===== src/rtl/ctrl_mc.sv =====
// ctrl_mc -- multi-cycle instruction controller.
// Walks each instruction through FETCH, DECODE, EXECUTE, MEM and WRITEBACK
// and decodes the datapath strobes from the present state and the
// instruction fields.
// Optional feature: define CTRL_MC_STALL_EN to let MEM wait for dm_ack on
// loads and stores; without it MEM always lasts a single cycle.
module ctrl_mc #(
    parameter int               OPC_W    = 4,
    parameter int               MM_W     = 4,
    parameter int               ALU_OP_W = 2,
    parameter logic [MM_W-1:0]  IMM_MODE = MM_W'(8)
) (
    input  logic                 clk,
    input  logic                 rst,
    input  logic [OPC_W-1:0]     opcode,
    input  logic [MM_W-1:0]      mm,
    input  logic [MM_W-1:0]      stat,
    input  logic                 dm_ack,
    output logic                 pc_write,
    output logic                 ir_load,
    output logic                 rf_we,
    output logic                 wb_sel,
    output logic                 rd_sel,
    output logic                 br_sel,
    output logic                 dm_req,
    output logic                 dm_we,
    output logic                 stat_en,
    output logic [ALU_OP_W-1:0]  alu_op,
    output logic                 halted
);

    // Opcode encodings, zero-extended to the opcode field width.
    localparam logic [OPC_W-1:0] OP_LOD = OPC_W'(1);
    localparam logic [OPC_W-1:0] OP_STR = OPC_W'(2);
    localparam logic [OPC_W-1:0] OP_BRA = OPC_W'(4);
    localparam logic [OPC_W-1:0] OP_BRR = OPC_W'(5);
    localparam logic [OPC_W-1:0] OP_BNE = OPC_W'(6);
    localparam logic [OPC_W-1:0] OP_ALU = OPC_W'(8);
    localparam logic [OPC_W-1:0] OP_HLT = OPC_W'(15);

    // Controller states.
    localparam logic [2:0] S_START0    = 3'd0;
    localparam logic [2:0] S_START1    = 3'd1;
    localparam logic [2:0] S_FETCH     = 3'd2;
    localparam logic [2:0] S_DECODE    = 3'd3;
    localparam logic [2:0] S_EXECUTE   = 3'd4;
    localparam logic [2:0] S_MEM       = 3'd5;
    localparam logic [2:0] S_WRITEBACK = 3'd6;
    localparam logic [2:0] S_HALT      = 3'd7;

    // ALU operation codes.
    localparam logic [ALU_OP_W-1:0] ALU_RR   = ALU_OP_W'(2'b00);
    localparam logic [ALU_OP_W-1:0] ALU_IMM  = ALU_OP_W'(2'b01);
    localparam logic [ALU_OP_W-1:0] ALU_ADDR = ALU_OP_W'(2'b10);

    logic [2:0] r_state;
    logic [2:0] w_next;

    // Opcode decode; anything not listed behaves as NOOP.
    logic w_is_lod, w_is_str, w_is_bra, w_is_brr, w_is_bne, w_is_alu, w_is_hlt;
    logic w_is_mem, w_hit, w_taken;

    assign w_is_lod = (opcode == OP_LOD);
    assign w_is_str = (opcode == OP_STR);
    assign w_is_bra = (opcode == OP_BRA);
    assign w_is_brr = (opcode == OP_BRR);
    assign w_is_bne = (opcode == OP_BNE);
    assign w_is_alu = (opcode == OP_ALU);
    assign w_is_hlt = (opcode == OP_HLT);
    assign w_is_mem = w_is_lod | w_is_str;

    // A condition hits when any masked status flag is set; mm==0 never hits,
    // so BRA/BRR with mm==0 never branch and BNE with mm==0 always does.
    assign w_hit   = |(mm & stat);
    assign w_taken = ((w_is_bra | w_is_brr) & w_hit) | (w_is_bne & ~w_hit);

`ifndef CTRL_MC_STALL_EN
    // Memory completion only matters when MEM may stall.
    logic w_unused_ack;
    assign w_unused_ack = dm_ack;
`endif

    // State register; synchronous reset returns to START0 from anywhere.
    always_ff @(posedge clk) begin
        if (rst) begin
            r_state <= S_START0;
        end else begin
            r_state <= w_next;
        end
    end

    // Next-state sequencing.
    always_comb begin
        w_next = r_state;
        case (r_state)
            S_START0:    w_next = S_START1;
            S_START1:    w_next = S_FETCH;
            S_FETCH:     w_next = S_DECODE;
            S_DECODE: begin
                if (w_is_hlt) begin
                    w_next = S_HALT;
                end else begin
                    w_next = S_EXECUTE;
                end
            end
            S_EXECUTE:   w_next = S_MEM;
            S_MEM: begin
`ifdef CTRL_MC_STALL_EN
                // Loads/stores wait here until the memory acknowledges.
                if (w_is_mem && !dm_ack) begin
                    w_next = S_MEM;
                end else begin
                    w_next = S_WRITEBACK;
                end
`else
                w_next = S_WRITEBACK;
`endif
            end
            S_WRITEBACK: w_next = S_FETCH;
            S_HALT:      w_next = S_HALT;
            default:     w_next = S_START0;
        endcase
    end

    // Datapath strobe decode from present state and instruction fields.
    always_comb begin
        pc_write = 1'b0;
        ir_load  = 1'b0;
        rf_we    = 1'b0;
        wb_sel   = 1'b0;
        rd_sel   = 1'b0;
        br_sel   = 1'b0;
        dm_req   = 1'b0;
        dm_we    = 1'b0;
        stat_en  = 1'b0;
        alu_op   = ALU_RR;
        halted   = 1'b0;
        case (r_state)
            S_FETCH: begin
                ir_load  = 1'b1;
                pc_write = 1'b1;
            end
            S_DECODE: begin
                rd_sel = w_is_str;
            end
            S_EXECUTE: begin
                if (w_is_alu) begin
                    alu_op  = (mm == IMM_MODE) ? ALU_IMM : ALU_RR;
                    stat_en = 1'b1;
                end else if (w_is_mem || w_is_brr) begin
                    alu_op = ALU_ADDR;
                end else begin
                    alu_op = ALU_RR;
                end
                pc_write = w_taken;
                br_sel   = w_taken;
            end
            S_MEM: begin
                dm_req = w_is_mem;
                dm_we  = w_is_str;
            end
            S_WRITEBACK: begin
                rf_we  = w_is_alu | w_is_lod;
                wb_sel = w_is_lod;
            end
            S_HALT: begin
                halted = 1'b1;
            end
            default: begin
                halted = 1'b0;
            end
        endcase
    end

endmodule


===== config.mk =====
export PLATFORM = sky130hd
export DESIGN_NAME = ctrl_mc
export DESIGN_NICKNAME = d
export VERILOG_FILES = /design/src/rtl/ctrl_mc.sv
export SDC_FILE = /design/constraint.sdc
export NUM_CORES = 1
export LEC_CHECK = 0
export CAP_MARGIN = 30
export CORE_AREA = 2 2 39 41
export DETAILED_ROUTE_END_ITERATION = 12
export DIE_AREA = 0 0 41 43
export PLACE_DENSITY = 0.65
export SLEW_MARGIN = 20
export SYNTH_ARGS = -nofsm -noshare
export SYNTH_HDL_FRONTEND = slang
export SYNTH_SLANG_ARGS = --single-unit

===== constraint.sdc =====
create_clock -name clk -period 1.9 [get_ports clk]
set_clock_uncertainty 0.15 [all_clocks]
set_input_delay 0.38 -clock clk [delete_from_list [all_inputs] [get_ports clk]]
set_output_delay 0.38 -clock clk [all_outputs]
set_load 0.03 [all_outputs]

==> summary.txt <==
Status
  – Status: finished with violations
  – Failing checks: setup timing

Setup path
  – WP buf/inv: 1
  – Delay of the slowest critical-path stage: 0.51 ns
  – CP cell instances: or4b_4 > a2111o_1 > nand3b_1 > buf_6
  – Critical Path Start Type: register
  – Data required, critical path: 1.37 ns
  – Crit path max-delay family: simple AND/OR/NAND/NOR gates
  – CP Class: reg2out
  – Crit-path max FO: 2
  – Crit path DAT: 1.61 ns
  – Crit end category: primary output
  – Worst path slowest cell: or4b_4

Clocking
  – CTS tree: done
  – CTS Buf Count: 3
  – Max clock buf depth: 2
  – Clock-pin slew on the worst setup and hold paths: 0.04 ns
  – Clock Root Buffer: clkbuf_4
  – Worst skew pair latency: 0.23 ns
  – H-tree depth: 1
  – Clock sinks: 3

Drt
  – DRT antenna net count: 0
  – DRT iter0 DRCs: 5
  – Routed length per placed instance: 12.4 um
  – Total number of vias: 504
  – DRC viols: 0
  – WL final: 1.26 mm
  – Drt first pass iters: 4
  – Vias per cell: 4.99

GRT
  – Met1 Usage GRT: 0.158
  – GRT overflow: 0
  – GR peak layer: met2
  – First-pass GRT wire length: 1.80 mm
  – Met2 Use GR: 0.266
  – Vias in the first global route: 454
  – Initial antenna violation count: 0
  – Met3 usage: 0.0262
  – Overall routing resource usage: 0.149
  – Largest net degree at the start of global routing: 12

Synth
  – Number of synthesized register bits: 3
  – Largest family of logic cells by synthesized area: simple AND/OR/NAND/NOR gates
  – Synth Net Count: 61
  – Distinct cell type count after synthesis: 23
  – Sequential area share after synthesis: 0.185
  – Xor/xnor share of the synthesized area: 0
  – Mapped Cells: 46
  – Synth Area in Compound Gates: 0.208
  – Synthesis warning total: 0
  – Synthesized area: 325 um^2
  – Simple-Gate Fraction of Synth Area: 0.535
  – Syn avg cell area: 7.07 um^2
  – Multiplexer area fraction after synthesis: 0
  – Post-Synth Adder-Cell Area: 0

Floorplanning
  – Die Y: 43 um
  – Die footprint: 0.00176 mm^2
  – Starting density of the core: 0.235
  – Row cnt: 14
  – Die W: 41 um
  – I/O Pins: 27
  – Core Area: 0.00138 mm^2

Layout
  – Nets: 101
  – Proportion of layout cells with a drive suffix above 1: 0.541
  – Diode count: 0
  – Filler cells: 133
  – Final Cell Area: 781 um^2
  – Cell Count, Final, Fillers Out: 101
  – P&R area growth vs syn: 140%

Power
  – Tot Pwr: 310 uW
  – P per Cell Area: 397 mW/mm^2
  – Worst-case vdd ir drop: 285 uV
  – LEAKAGE: 0.000381 uW

STA
  – Max Fclk: 0.467 GHz
  – Relative slew slack: 0.802
  – Final Slew Violations: 0
  – Final hold violations: 0
  – Setup TNS: -0.674 ns
  – Final period util: 1.13
  – RSZ-0062 raised after global routing: yes
  – Fin crit period: 2.14 ns
  – Final setup vio count: 6
  – Setup ws final: -0.243 ns
  – Worst-Margin Slew: 0.293 ns

Place
  – Port Buffers: 25
  – Placer congestion estimate: 0.744
  – Dpl cell area: 692 um^2
  – Pre-CTS WS: -0.558 ns
  – Placed cells: 97
  – HPWL Detailed: 948 um

Run
  – Max Cap Viol: 0

Worst hold path
  – Min-delay worst type: reg2reg
==> final timing paths <==
path	from	endpoint	slack [ns]	depth (start not counted)
max	r_state[1]	pc_write	-0.24	4
min	r_state[1]	r_state[1]	0.53	3
max reg2reg	register	r_state[0]	0.60	5
min reg2reg	r_state[1]	r_state[1]	0.53	3
==> cell usage in the layout (no fill, tap or decap), drive strengths merged <==
master         instances
buf                   25
nor2                   7
clkdlybuf4s50          6
nand2b                 6
clkbuf                 6
a21oi                  5
dlymetal6s2s           3
dfxtp                  3
nand2                  3
nor3b                  2
a22oi                  2
nand4                  2
dlygate4sd2            2
nor4b                  2
and3                   1
and3b                  1
or4b                   1
inv                    1
a2111o                 1
nand3b                 1
and4b                  1
nor4                   1
a41o                   1
a31oi                  1
nor3                   1
==> worst reg2reg max path: cells and delay by family (launching register included) <==
family          cells  cell delay, ns
compound gates      2            0.40
buf+inv             2            0.29
flops               1            0.30
simple gates        1            0.05
==> layer usage <==
metal  part of all wire  up-vias
met5                  0        -
met3               0.12        2
met1               0.38      227
met2               0.50       24
li1                   -      251
met4             0.0080        0
==> synthesized netlist by cell type <==
library cell  n  share of area
and3b_1       1          0.027
buf_6         1          0.035
a2111o_1      1          0.035
or4b_1        1          0.031
a41o_1        1          0.031
clkbuf_1      1          0.012
nor2_1        7          0.081
nor3b_1       2          0.046
nand4_1       2          0.038
buf_2         1          0.015
nand3b_1      1          0.023
dfxtp_1       3           0.18
nand2b_1      6           0.12
a21oi_1       5          0.077
nor4_1        1          0.019
a31oi_1       1          0.019
nand2_1       3          0.035
and3_1        1          0.019
and4b_1       1          0.031
inv_1         1          0.012
a22oi_1       2          0.046
nor3_1        1          0.015
nor4b_1       2          0.054
==> logic make-up after synthesis <==
family / count (synthesis)
AO/OA/AOI/OAI: 10
buffers and inverters: 4
flip-flops: 3
AND/OR/NAND/NOR: 29
==> stage by stage <==
stage / util / hold WS, ns
after floorplan: - / 0.299
after global placement: 0.500 / 0.521
after detailed placement: 0.500 / 0.516
after CTS: 0.541 / 0.528
after global routing: 0.564 / 0.586
final: 0.564 / 0.526
==> final cells by class <==
type	count	area [um^2]	area share
flip-flops and latches	3	62.6	0.0801
clock buffers	4	26.3	0.0337
multi-input cells	39	329	0.421
well taps	16	20.0	0.0256
inverters	1	3.75	0.00481
repair buffers	38	339	0.434
==> where the power goes <==
part           internal [uW]  switching [uW]  total (uW)
Sequential              69.0            2.65        71.7
Combinational           65.4            60.9         126
Clock                   78.7            33.1         112
Total                    213            96.6         310
==> repair_timing <==
item / 4_1_cts / 5_1_grt
hold endpoints to repair: 0 / 0
setup endpoints to repair: 10 / 10
pin swaps: 5 / 5
hold buffers: 0 / 0
resized for setup: 12 / 18
buffers inserted: 1 / 1
No activity file was read; power rests on OpenSTA's default activity.
